### config.mk
export PLATFORM = sky130hd
export DESIGN_NAME = spi_ram
export DESIGN_NICKNAME = d
export VERILOG_FILES = /design/src/rtl/spi_ram_pkg.sv /design/src/rtl/spi_ram_mem.sv /design/src/rtl/spi_ram.sv
export SDC_FILE = /design/constraint.sdc
export NUM_CORES = 2
export LEC_CHECK = 0
export ABC_AREA = 0
export BUFFER_PORTS_ARGS = -buffer_cell sky130_fd_sc_hd__buf_2
export CORE_MARGIN = 3
export CORE_UTILIZATION = 40
export DETAILED_ROUTE_END_ITERATION = 8
export PLACE_DENSITY = 0.52
export SLEW_MARGIN = 10
export SYNTH_ARGS = -nofsm -noshare
export SYNTH_HDL_FRONTEND = slang
export SYNTH_SLANG_ARGS = --single-unit
### constraint.sdc
create_clock -name clk -period 5.48 [get_ports clk]
set_clock_uncertainty 0.15 [all_clocks]
set_input_delay 0.274 -clock clk [delete_from_list [all_inputs] [get_ports clk]]
set_output_delay 0.274 -clock clk [all_outputs]
set_load 0.02 [all_outputs]
### src/rtl/spi_ram_pkg.sv
// Shared types and constants for the SPI-fronted 256x8 RAM.
// Optional build macro used by this block: SPI_RAM_MEM_CLEAR_EN.
package spi_ram_pkg;

  localparam int MEM_DEPTH_DEF = 256;
  localparam int ADDR_SIZE_DEF = 8;
  localparam int DATA_W        = 8;
  localparam int FRAME_W       = 10;

  typedef enum logic [2:0] {
    IDLE      = 3'd0,
    CHK_CMD   = 3'd1,
    WRITE     = 3'd2,
    READ_ADD  = 3'd3,
    READ_DATA = 3'd4
  } state_e;

  localparam logic [1:0] OP_WR_ADDR = 2'b00;
  localparam logic [1:0] OP_WR_DATA = 2'b01;
  localparam logic [1:0] OP_RD_ADDR = 2'b10;
  localparam logic [1:0] OP_RD_DATA = 2'b11;

endpackage

### src/rtl/spi_ram_mem.sv
// Single-port RAM decoding 10-bit frames {opcode, payload} into address/data operations.
// SPI_RAM_MEM_CLEAR_EN defined: reset also zeroes every word.
module spi_ram_mem
  import spi_ram_pkg::*;
#(
  parameter int MEM_DEPTH = MEM_DEPTH_DEF,
  parameter int ADDR_SIZE = ADDR_SIZE_DEF
) (
  input  logic               clk_i,
  input  logic               rst_i,
  input  logic [FRAME_W-1:0] rx_data_i,
  input  logic               rx_valid_i,
  output logic [DATA_W-1:0]  dout_o,
  output logic               tx_valid_o
);

  logic [DATA_W-1:0]    mem_q [MEM_DEPTH];
  logic [ADDR_SIZE-1:0] wr_addr_q;
  logic [ADDR_SIZE-1:0] rd_addr_q;
  logic [DATA_W-1:0]    dout_q;
  logic                 tx_valid_q;
  logic [1:0]           op;
  logic                 wr_en;

  assign op    = rx_data_i[FRAME_W-1:FRAME_W-2];
  assign wr_en = rx_valid_i && (op == OP_WR_DATA);

  always_ff @(posedge clk_i) begin
    if (rst_i) begin
      wr_addr_q  <= '0;
      rd_addr_q  <= '0;
      dout_q     <= '0;
      tx_valid_q <= 1'b0;
    end else begin
      tx_valid_q <= 1'b0;
      if (rx_valid_i) begin
        case (op)
          OP_WR_ADDR: wr_addr_q <= rx_data_i[ADDR_SIZE-1:0];
          OP_RD_ADDR: rd_addr_q <= rx_data_i[ADDR_SIZE-1:0];
          OP_RD_DATA: begin
            dout_q     <= mem_q[rd_addr_q];
            tx_valid_q <= 1'b1;
          end
          default: ;
        endcase
      end
    end
  end

`ifdef SPI_RAM_MEM_CLEAR_EN
  always_ff @(posedge clk_i) begin
    if (rst_i) begin
      for (int i = 0; i < MEM_DEPTH; i++) mem_q[i] <= '0;
    end else if (wr_en) begin
      mem_q[wr_addr_q] <= rx_data_i[DATA_W-1:0];
    end
  end
`else
  // Contents are deliberately left out of reset so they survive rst.
  always_ff @(posedge clk_i) begin
    if (wr_en) mem_q[wr_addr_q] <= rx_data_i[DATA_W-1:0];
  end
`endif

  assign dout_o     = dout_q;
  assign tx_valid_o = tx_valid_q;

endmodule

### src/rtl/spi_ram.sv
// SPI slave (SS_n/MOSI/MISO, sampled on clk) fronting a 256x8 RAM.
// Build option SPI_RAM_MEM_CLEAR_EN makes reset clear the memory array.
module spi_ram
  import spi_ram_pkg::*;
#(
  parameter int MEM_DEPTH = MEM_DEPTH_DEF,
  parameter int ADDR_SIZE = ADDR_SIZE_DEF
) (
  input  logic clk,
  input  logic rst,
  input  logic SS_n,
  input  logic MOSI,
  output logic MISO
);

  state_e               state_q, state_d;
  logic [3:0]           bit_cnt_q;
  logic [FRAME_W-1:0]   rx_data_q;
  logic                 done_q;
  logic                 rx_valid_q;
  logic                 rd_flag_q;
  logic [DATA_W-1:0]    tx_sh_q;
  logic [3:0]           tx_cnt_q;
  logic                 miso_q;
  logic [DATA_W-1:0]    dout;
  logic                 tx_valid;
  logic                 in_frame;
  logic                 shift_en;

  assign in_frame = (state_q == WRITE) || (state_q == READ_ADD) || (state_q == READ_DATA);
  assign shift_en = in_frame && !SS_n && (bit_cnt_q != 4'd10);

  always_comb begin
    state_d = state_q;
    case (state_q)
      IDLE:    if (!SS_n) state_d = CHK_CMD;
      CHK_CMD: state_d = MOSI ? (rd_flag_q ? READ_DATA : READ_ADD) : WRITE;
      default: ;
    endcase
    if (SS_n) state_d = IDLE;
  end

  // done_q marks the 10th bit; rx_valid follows one edge later so a completed
  // frame still reaches the RAM even if SS_n rises immediately afterwards.
  always_ff @(posedge clk) begin
    if (rst) begin
      state_q    <= IDLE;
      bit_cnt_q  <= '0;
      done_q     <= 1'b0;
      rx_valid_q <= 1'b0;
      rd_flag_q  <= 1'b0;
    end else begin
      state_q    <= state_d;
      rx_valid_q <= done_q;
      done_q     <= 1'b0;
      if (SS_n) begin
        bit_cnt_q <= '0;
      end else if (shift_en) begin
        bit_cnt_q <= bit_cnt_q + 4'd1;
        if (bit_cnt_q == 4'd9) begin
          done_q <= 1'b1;
          if (state_q == READ_ADD)  rd_flag_q <= 1'b1;
          if (state_q == READ_DATA) rd_flag_q <= 1'b0;
        end
      end
    end
  end

  always_ff @(posedge clk) begin
    if (shift_en) rx_data_q <= {rx_data_q[FRAME_W-2:0], MOSI};
  end

  // Transmit runs on its own; a new tx_valid is ignored until the current byte is out.
  always_ff @(posedge clk) begin
    if (rst) begin
      tx_cnt_q <= '0;
      miso_q   <= 1'b0;
    end else if (tx_cnt_q != 4'd0) begin
      miso_q   <= tx_sh_q[DATA_W-1];
      tx_sh_q  <= {tx_sh_q[DATA_W-2:0], 1'b0};
      tx_cnt_q <= tx_cnt_q - 4'd1;
    end else begin
      miso_q <= 1'b0;
      if (tx_valid) begin
        tx_sh_q  <= dout;
        tx_cnt_q <= 4'd8;
      end
    end
  end

  spi_ram_mem #(
    .MEM_DEPTH (MEM_DEPTH),
    .ADDR_SIZE (ADDR_SIZE)
  ) u_mem (
    .clk_i      (clk),
    .rst_i      (rst),
    .rx_data_i  (rx_data_q),
    .rx_valid_i (rx_valid_q),
    .dout_o     (dout),
    .tx_valid_o (tx_valid)
  );

  assign MISO = miso_q;

endmodule

==> reports/qor.yml <==
crit_required_ns: 6.03
grt.total_usage_pct: 21.19
path_clk_slew_ns: 0.06
seqCellArea_mm2: 0.06286
crit_chain: "buf_12 -> buf_4 -> mux4_2 -> nand2_1 -> nand3_1 -> o221ai_1 -> a211oi_1 -> a32oi_1 -> o41ai_1"
clkSinkCount: 2106
cts_root_buf: "clkbuf_16"
cts_buffers: 214
async_reset_ff_share_pct: 0
syn2layout_area_growth_pct: 11.26
fin_ws_ns: 1.075
period_needed_ns: 4.405
max_slew_margin_pct: 11.87
rsz0062_at_grt: "false"
cap_violations: 0
boundaryPins: 5
drc_errors: 0
ys_types: 83
yosys_warnings: 0
max_freq_ghz: 0.2270
synth_ff_type: "edfxtp_1"
netlist_area_mm2: 0.08284
ys_seq_area_share_pct: 75.86
start_util_pct: 40.37
synth_seq_cells: 2106
final_nets: 4199
grt_antenna_before_repair: 8
num_vias: 41470
first_pass_iters: 6
die_w_um: 461.1
dp_hpwl_um: 137500
synth_cells: 4084
cts_setup_buffers: 0
highest_layer: "met4"
rows: 166
fin_crit_sh_pct: 80.38
avgSynthCellArea_um2: 20.28
ctsLongestPathBuffers: 3
grt_max_degree: 216
tightest_slew_ns: 1.318
syn_nets: 4091
routed-wl-met3_um: 14380
whs_ns: 0.07967
hold_viol: 0
clk-insertion-delay-late_ns: 0.84
cts-htree-levels: 4
crit_path_start_kind: "flop"
wl_met1_um: 100300
reg2reg_slack_ns: 1.08
drt_iter0_drc: 4569
slowest_stage: "dfxtp_4"
globalRouteOverflowTotal: 0
cp-end-kind: "flop"
vias_per_cell: 5.878
drt_wl_total_um: 226400
min_path_type: "in2reg"
drv_slew: 0
multi_input_area_mm2: 0.01798
post_route_cells_drive_above_1_share_pct: 18.53
powerDensity_mw_per_mm2: 342.2
fill_cells: 17340
cts_tree: "done"
status: "complete, no violations"
critPathMaxFanout: 47
critPathMaxStageDelay_ns: 0.93
setup_viol: 0
ant_nets: 0
wire_per_inst_um: 32.09
fin_tns_setup_ns: 0
post-place-ws_ns: 1.042
core_mm2: 0.2052
first_global_vias: 41140
die_y_um: 461.1
gp_congestion: 0.8347
final_util_pct: 44.92
dr_wl_met2_um: 106200
io_buffers: 4
grt_pass1_wl_um: 320800
synth_edf_count: 2066
die-area_mm2: 0.2126
worst_ir_drop_vdd_mv: 0.2436
p_leak_uw: 0.02726
crit_arrival_ns: 4.95
crit_type: "reg2reg"
==> path summary, 6_finish.rpt <==
check,from,to,cells after the start
worst max-delay path,u_mem.rd_addr_q[0]$_SDFFE_PP0P_,u_mem.dout_o[2]$_SDFFE_PP0P_,9
worst max register to register,u_mem.rd_addr_q[0]$_SDFFE_PP0P_,u_mem.dout_o[2]$_SDFFE_PP0P_,9
worst min register to register,u_mem.dout_o[1]$_SDFFE_PP0P_,u_mem.dout_o[1]$_SDFFE_PP0P_,1
worst min-delay path,MOSI,rx_data_q[0]$_DFFE_PN_,2
==> worst max-delay path, delay by kind of cell, from the launching register on <==
| kind | cells | cell delay (ns) |
|---|---|---|
| muxes | 1 | 0.55 |
| and+or+nand+nor | 2 | 0.20 |
| AOI/OAI and AO/OA | 4 | 1.58 |
| DFF | 1 | 0.93 |
| buffers and inverters | 2 | 0.80 |
==> cell type report <==
class | instances | area share, %
sequential | 2106 | 68.20
multi-input combinational | 1715 | 19.51
clock buffer | 279 | 6.155
tap | 2688 | 3.649
timing repair buffer | 148 | 1.520
clock inverter | 111 | 0.9380
inverter | 7 | 0.03122
antenna | 2 | 0.005430
==> registers in the layout, indices dropped and copies added (netlist names) <==
signal and cells:
u_mem.mem_q 2048, rx_data_q 10, tx_sh_q 8, u_mem.dout_o 8, u_mem.rd_addr_q 8, u_mem.wr_addr_q 8, bit_cnt_q 4, tx_cnt_q 4
state_q 3, MISO 1, done_q 1, rd_flag_q 1, rx_valid_q 1, u_mem.tx_valid_o 1
==> cells in the mapped netlist, types with 24 or more instances <==
master / n / area, µm²
nand2_1: 109 / 409.1
clkbuf_1: 84 / 315.3
mux4_2: 331 / 7455
a21oi_1: 56 / 280.3
dfxtp_1: 40 / 800.8
o21ai_0: 40 / 200.2
buf_2: 52 / 260.3
nand3_1: 59 / 295.3
nor3_1: 37 / 185.2
mux2i_1: 250 / 2502
o221ai_1: 36 / 315.3
mux4_1: 76 / 1997
o22ai_1: 75 / 469.2
nor2_1: 319 / 1197
a22oi_1: 51 / 382.9
buf_12: 24 / 480.5
edfxtp_1: 2066 / 62040
buf_6: 29 / 326.6
==> cell families after synthesis <==
group	after synthesis	share of synthesized area [%]
DFF	2106	75.86
muxes	677	14.70
and+or+nand+nor	635	3.406
AOI/OAI and AO/OA	397	3.428
buffers and inverters	263	2.531
xor gates and xnor gates	3	0.03172
adders and majority gates	3	0.04532
==> cells in the final DEF, fill, tap and decap left out, types with 8 or more instances in the layout <==
cell       instances
edfxtp_1        2066
mux4_2           331
nor2_1           318
mux2i_1          250
clkbuf_16        217
buf_4            117
nand2_1          109
mux4_1            76
o22ai_1           75
clkbuf_1          61
nand3_1           59
a21oi_1           56
clkinv_1          53
a22oi_1           51
o21ai_0           40
dfxtp_1           36
o221ai_1          36
nor3_1            35
clkinv_2          34
buf_12            21
nand4_1           20
a211oi_1          20
mux2_2            19
a2111oi_0         18
nor2b_1           16
a31oi_1           14
nor4_1            13
and2_1             9
o32ai_1            9
nand2b_1           8
a211o_1            8
o211ai_1           8
clkinv_8           8
bufinv_16          8
==> stage by stage <==
step           area, µm²  total power [µW]  std cells
3_3_place_gp       85540             18100       6658
2_1_floorplan      82840             18020       4084
6_report           92170             31540       7056
3_5_place_dp       85540             18110       6658
5_1_grt            92170             32430       7055
4_1_cts            92120             31790       7052
==> power breakdown <==
part | switching, µW | total (µW) | internal, µW
Sequential | 24.5 | 17500 | 17500
Combinational | 148 | 229 | 80.6
Clock | 6120 | 13800 | 7650
==> metal layers <==
layer / vias up / track usage [%]
li1: 17190 / -
met1: 22460 / 31.23
met2: 1516 / 32.93
met3: 312 / 3.325
met4: 0 / 5.668
met5: - / 0
==> repair_timing <==
| action | CTS | global route |
|---|---|---|
| hold endpoints to repair | 39 | 0 |
| resized for setup | 0 | 0 |
| hold buffers | 4 | 0 |
(Power assumes the default switching activity.)
